[src/rtl/demux_sched.sv]
// 1-to-4 stream demultiplexer scheduler with round-robin or directed steering and a flush/drain FSM.
// Optional macro DEMUX_SCHED_SKIP_EN: round-robin skips stalled lanes and picks the first free one from ptr.
module demux_sched #(
  parameter int WIDTH = 8
) (
  input  logic             clk,
  input  logic             rst_n,
  input  logic [WIDTH-1:0] din,
  input  logic             in_valid,
  output logic             in_ready,
  input  logic [1:0]       in_dest,
  input  logic             mode,
  input  logic             flush,
  output logic [1:0]       sel,
  output logic [WIDTH-1:0] y0,
  output logic [WIDTH-1:0] y1,
  output logic [WIDTH-1:0] y2,
  output logic [WIDTH-1:0] y3,
  output logic             v0,
  output logic             v1,
  output logic             v2,
  output logic             v3,
  input  logic             rdy0,
  input  logic             rdy1,
  input  logic             rdy2,
  input  logic             rdy3,
  output logic             busy
);

  typedef enum logic {RUN, DRAIN} state_t;

  state_t           state;
  logic [WIDTH-1:0] y_q [4];
  logic [3:0]       v_q;
  logic [1:0]       ptr;
  logic [3:0]       rdy_v;
  logic [3:0]       lane_free;
  logic [1:0]       rr_target;
  logic [1:0]       target;
  logic             take;

  assign rdy_v     = {rdy3, rdy2, rdy1, rdy0};
  // A lane is free if empty or its word leaves this cycle, allowing one-word-per-cycle pass-through.
  assign lane_free = ~v_q | rdy_v;

`ifdef DEMUX_SCHED_SKIP_EN
  logic       found;
  logic [1:0] cand;
  always_comb begin
    rr_target = ptr;
    found     = 1'b0;
    cand      = ptr;
    for (int unsigned i = 0; i < 4; i++) begin
      cand = ptr + 2'(i);
      if (!found && lane_free[cand]) begin
        rr_target = cand;
        found     = 1'b1;
      end
    end
  end
`else
  always_comb begin
    rr_target = ptr;
  end
`endif

  assign target   = mode ? in_dest : rr_target;
  assign sel      = target;
  assign in_ready = (state == RUN) && lane_free[target];
  assign take     = in_valid && in_ready;

  always_ff @(posedge clk or negedge rst_n) begin
    if (!rst_n) begin
      for (int unsigned i = 0; i < 4; i++) begin
        y_q[i] <= '0;
      end
      v_q   <= '0;
      ptr   <= '0;
      state <= RUN;
      busy  <= 1'b0;
    end else begin
      for (int unsigned i = 0; i < 4; i++) begin
        if (take && (target == i[1:0])) begin
          y_q[i] <= din;
          v_q[i] <= 1'b1;
        end else if (v_q[i] && rdy_v[i]) begin
          v_q[i] <= 1'b0;
        end
      end
      case (state)
        RUN: begin
          if (take && !mode) begin
            ptr <= target + 2'd1;
          end
          if (flush) begin
            state <= DRAIN;
            busy  <= 1'b1;
          end
        end
        DRAIN: begin
          if (v_q == 4'b0000) begin
            state <= RUN;
            busy  <= 1'b0;
            ptr   <= '0;
          end
        end
        default: begin
          state <= RUN;
          busy  <= 1'b0;
        end
      endcase
    end
  end

  assign y0 = y_q[0];
  assign y1 = y_q[1];
  assign y2 = y_q[2];
  assign y3 = y_q[3];
  assign v0 = v_q[0];
  assign v1 = v_q[1];
  assign v2 = v_q[2];
  assign v3 = v_q[3];

endmodule

[config.mk]
export PLATFORM = sky130hd
export DESIGN_NAME = demux_sched
export DESIGN_NICKNAME = d
export VERILOG_FILES = /design/src/rtl/demux_sched.sv
export SDC_FILE = /design/constraint.sdc
export NUM_CORES = 1
export LEC_CHECK = 0
export CORE_MARGIN = 10
export CORE_UTILIZATION = 44
export DETAILED_ROUTE_END_ITERATION = 8
export MAX_ROUTING_LAYER = met4
export PLACE_DENSITY = 0.79
export SYNTH_ARGS = -nofsm -noshare
export SYNTH_HDL_FRONTEND = slang
export SYNTH_SLANG_ARGS = --single-unit
[constraint.sdc]
create_clock -name clk -period 2.3 [get_ports clk]
set_clock_uncertainty 0.2 [all_clocks]
set_input_delay 0.23 -clock clk [delete_from_list [all_inputs] [get_ports clk]]
set_output_delay 0.23 -clock clk [all_outputs]
set_load 0.02 [all_outputs]
=== Word-level counts from Yosys, hierarchy flattened ===
Cells that the tools add are included.

* Input port bits: 19
* Flip-flop bits (word level): 40
* Output and inout bits: 40

* Add/sub/neg operators: 1
* $lt $le $gt $ge: 1
* Bitwise gates (word level): 3
* Reduce and logical (&&, ||, !) cells: 20
* Mux-type cells: 20
* Equality and inequality tests: 6

{| class="wikitable"
|+ Operators by type and width
! operator !! number
|-
| $mux 1 || 13
|-
| $logic_and 1x1->1 || 11
|-
| $reduce_bool 2->1 || 4
|-
| $mux 2 || 3
|-
| $eq 2x2->1 const B || 2
|-
| $logic_not 4->1 || 1
|-
| $ne 2x1->1 const B || 2
|-
| $not 4->4 || 1
|-
| $or 4x4->4 || 1
|-
| $pmux 1 s2 || 2
|-
| $pmux 2 s2 || 1
|-
| $reduce_and 2->1 || 2
|-
| $lt 2x3->1 const B || 1
|-
| $add 2x1->2 const B || 1
|-
| $bmux 1 s2 || 1
|-
| $eq 2x1->1 const B || 1
|-
| $logic_not 2->1 || 1
|-
| $ne 2x2->1 const B || 1
|-
| $logic_not 1->1 || 1
|-
| $not 1->1 || 1
|}

=== Logic depth before layout (Yosys ltp) ===
* Depth after elaboration: 9
* Gate-level depth with buffers: 6
* Depth with buffers taken out: 5

=== Least setup slack after synthesis ===
OpenSTA, ideal clock, no wires.

* Path kind: reg-to-reg
* Start: reg ptr[0]
* End: reg y_q (netlist bit y0[0])
* Setup time: 0.125 ns
* Stages on the path, launching flop included: 7
* Path slack: 0.264 ns
* Arrival time: 1.711 ns
* Data required time: 1.975 ns
* Path buffers: 1
* Cells stage by stage: dfrtp_1 > mux2i_2 > mux2i_1 > mux2i_4 > and3_1 > buf_6 > mux2_2

* Word-level cells in the longest chain between the ends: 6
* Elaborated cells on any way between the ends: 7

{| class="wikitable"
|+ Ends and longest elaborated chain
! what !! line !! source
|-
| start: declaration || 35 || <nowiki>logic [1:0] ptr;</nowiki>
|-
| start signal: assignment || 93 || <nowiki>ptr <= target + 2'd1;</nowiki>
|-
| $mux 2 * || 67 || <nowiki>assign target = mode ? in_dest : rr_target;</nowiki>
|-
| $bmux 1 s2 || 69 || <nowiki>assign in_ready = (state == RUN) && lane_free[target];</nowiki>
|-
| $mux 1 (implied by the code) || 69 ||
|-
| $logic_and 1x1->1 || 69 ||
|-
| $logic_and 1x1->1 || 70 || <nowiki>assign take = in_valid && in_ready;</nowiki>
|-
| $logic_and 1x1->1 * || 83 || <nowiki>if (take && (target == i[1:0])) begin</nowiki>
|-
| end signal: indexed assignment || 84 || <nowiki>y_q[i] <= din;</nowiki>
|-
| end: declaration || 33 || <nowiki>logic [WIDTH-1:0] y_q [4];</nowiki>
|}

Mark *: on every way between the ends. The rest lies on a longest branch, timed or not. The select of a mux whose other input is x is not followed.
A chain may end at the register's enable or synchronous reset.

=== Worst setup path in the final report ===
* Start: reg ptr[0]
* End: out in_ready

* Word-level cells in the longest chain between the ends: 4

{| class="wikitable"
|+ Ends and longest elaborated chain
! what !! line !! source
|-
| $mux 2 || 67 ||
|-
| $bmux 1 s2 || 69 ||
|-
| $mux 1 (implied by the code) || 69 ||
|-
| $logic_and 1x1->1 || 69 ||
|-
| end: declaration || 10 || <nowiki>output logic in_ready,</nowiki>
|}

Every way passes these cells. The select of a mux whose other input is x is not followed.

==> results.sh <==
export IMPL_vias_per_cell=4.882
export IMPL_io_pins=59
export IMPL_crit_fanout=4
export IMPL_power_leakage_uw=0.001179
export IMPL_initial_core_util_pct=45.93
export IMPL_vias=1201
export IMPL_max_slew_margin_pct=41.04
export IMPL_final_antenna_net_count=0
export IMPL_setup_viol=0
export IMPL_wl_per_cell_microns=17.25
export IMPL_hold_path_class="register to register"
export IMPL_path_clk_slew_ns=0.07
export IMPL_required_ns=1.87
export IMPL_cts_sinks=40
export IMPL_r2r_cells=7
export IMPL_core_sq_mm=0.003716
export IMPL_route_detailed_drc=0
export IMPL_finalNetCount=221
export IMPL_drtIter0Drc=45
export IMPL_finish_utilization_pct=70.51
export IMPL_synth_area_sq_mm=0.001707
export IMPL_grt_use_total_pct=13.47
export IMPL_drt_pre_antenna_iters=4
export IMPL_post_cts_setup_buffer_count=0
export IMPL_clk_insertion_delay_late_ns=0.28
export IMPL_syn_num_nets=142
export IMPL_area_growth_syn_to_layout_pct=53.52
export IMPL_fin_total_pwr_uw=3674
export IMPL_max_cap_viol_count=0
export IMPL_synth_seq_cells=40
export IMPL_io_buffers=58
export IMPL_synth_yosys_seq_area_share_pct=58.65
export IMPL_startpoint_type="register"
export IMPL_die_x_microns=82.28
export IMPL_drive_above_1_share_pct=31.82
export IMPL_dp_hpwl_microns=3324
export IMPL_ys_types=19
export IMPL_synth_avg_cell_area_sq_um=14.34
export IMPL_final_max_slew_viol_count=0
export IMPL_design_die_area_sq_mm=0.006770
export IMPL_drt_total_wl_microns=4244
export IMPL_worstSetupEndpointType="primary output"
export IMPL_hold_depth=1
export IMPL_yosysWarnings=0
export IMPL_fp_dieH_microns=82.28
export IMPL_gr_total_overflow=0
export IMPL_peakVddDrop_mv=0.7760
export IMPL_hold_viol=0
export IMPL_min_period_over_period_pct=96.24
export IMPL_worstSetupPathType="register to primary output"
export IMPL_rsz0062_at_grt="false"
export IMPL_p_per_area_mw_per_mm2=1402
export IMPL_first_global_vias=1360
export IMPL_period_needed_ns=2.213
export IMPL_antenna_cells=0
export IMPL_whs_ns=0.3062
export IMPL_cp_arrival_ns=1.78
export IMPL_cts_tree="done"
export IMPL_cts_path_max_buffers=2
export IMPL_num_rows=22
export IMPL_synth_cells=119
export IMPL_tightest_slew_ns=0.8844
export IMPL_grt_start_max_net_pins=41
export IMPL_htreeDepth=2
export IMPL_antenna_found_initial=0
export IMPL_status="complete, no violations"
export IMPL_gp_routability_congestion=0.7920
export IMPL_cts_buffers=5
export IMPL_fmax_mhz=451.8
export IMPL_grt_first_pass_wirelength_microns=6803
export IMPL_root_buffer="clkbuf_8"
placed cells by master, fill, tap and decap left out, types with 2 or more instances in the layout:
cell type | Yosys | layout
nand2_1 | 9 | 9
and3_1 | 4 | 4
nand3_1 | 4 | 4
mux2i_2 | 1 | 2
clkdlybuf4s50_1 | 0 | 55
inv_1 | 3 | 3
buf_4 | 0 | 15
mux2_2 | 32 | 32
buf_12 | 0 | 3
mux2i_4 | 1 | 2
clkbuf_8 | 0 | 5
a21oi_1 | 2 | 2
bufinv_16 | 0 | 2
ha_1 | 4 | 4
nand2b_1 | 4 | 4
dfrtp_1 | 40 | 40
mux2i_1 | 5 | 3
logic make-up (layout without fill, tap and decap cells):
family | count (synthesis) | after routing | share of synthesized area [%]
flops | 40 | 40 | 58.65
mux | 39 | 39 | 26.17
simple gates | 25 | 25 | 7.698
buf+inv | 8 | 87 | 3.519
fa+ha+maj | 4 | 4 | 2.933
compound gates | 3 | 3 | 1.027
flip-flops by register name, indices dropped and copies added (netlist names):
register  count
y0            8
busy          1
y1            8
ptr           2
v_q           4
y3            8
state         1
y2            8
layer usage:
layer,vias to the layer above,wire length [microns],global-route usage (%)
met5,-,0,-
met4,0,41,4.592
met1,604,1627,14.92
li1,571,-,-
met2,24,2414,23.87
met3,2,161,2.268
path summary, 6_finish.rpt:
check                           slack (ns)          startpoint            endpoint
min in group asynchronous             0.43               rst_n  v_q[3]$_DFFE_PN0P_
worst min register to register        0.31   y1[2]$_DFFE_PN0P_   y1[2]$_DFFE_PN0P_
worst max-delay path                  0.09  ptr[0]$_DFFE_PN0P_            in_ready
max in group asynchronous             0.92               rst_n     state$_DFF_PN0_
worst max register to register        0.17  ptr[0]$_DFFE_PN0P_   y0[2]$_DFFE_PN0P_
worst min-delay path                  0.31   y1[2]$_DFFE_PN0P_   y1[2]$_DFFE_PN0P_
power breakdown:
group          switching, uW  internal, uW  leakage (uW)
clock network            222           427     0.0000642
registers                191          1030      0.000492
logic                    841           959      0.000622
total                   1250          2420       0.00118
stage by stage:
stage	TNS, ns	cell area (sq um)	instances	setup slack [ns]
floorplan	0	1707	119	0.2644
global placement	-8.429	2466	238	-0.3395
detailed placement	-10.82	2466	238	-0.3946
CTS	0	2619	246	0.03103
global route	0	2620	246	0.005486
finish	0	2620	246	0.08657
worst max-delay path, stage by stage, from the launching register on:
cell and delay, ns:
dfrtp_1 0.41, mux2i_4 0.24, mux2i_2 0.30, mux2i_4 0.09
and2_2 0.19, clkdlybuf4s15_1 0.28
layout make-up:
cell class	count	area (sq um)
Clock buffer	5	68.82
Clock inverter	2	60.06
Fill cell	280	1096
Inverter	3	11.26
Multi-Input combinational cell	71	661.9
Sequential cell	40	1001
Tap cell	48	60.06
Timing Repair Buffer	77	757.0
what timing repair did:
action,4_1_cts,5_1_grt
gates cloned,0,0
gates resized for setup,5,1
setup endpoints to repair,32,1
endpoints found under the hold margin,40,0
hold buffers,1,0
cell usage after synthesis, drive strengths merged:
cell type / count / area [sq um]
a21oi: 2 / 10.01
and2: 1 / 7.510
and3: 4 / 25.02
buf: 5 / 48.79
dfrtp: 40 / 1001
ha: 4 / 50.05
inv: 3 / 11.26
mux2: 32 / 360.4
mux2i: 7 / 86.33
nand2: 9 / 33.78
nand2b: 4 / 25.02
nand3: 4 / 20.02
nand3b: 1 / 7.510
nor2b: 1 / 6.260
nor4: 1 / 6.260
o21a: 1 / 7.510
Power figures use the tool's default switching activity.
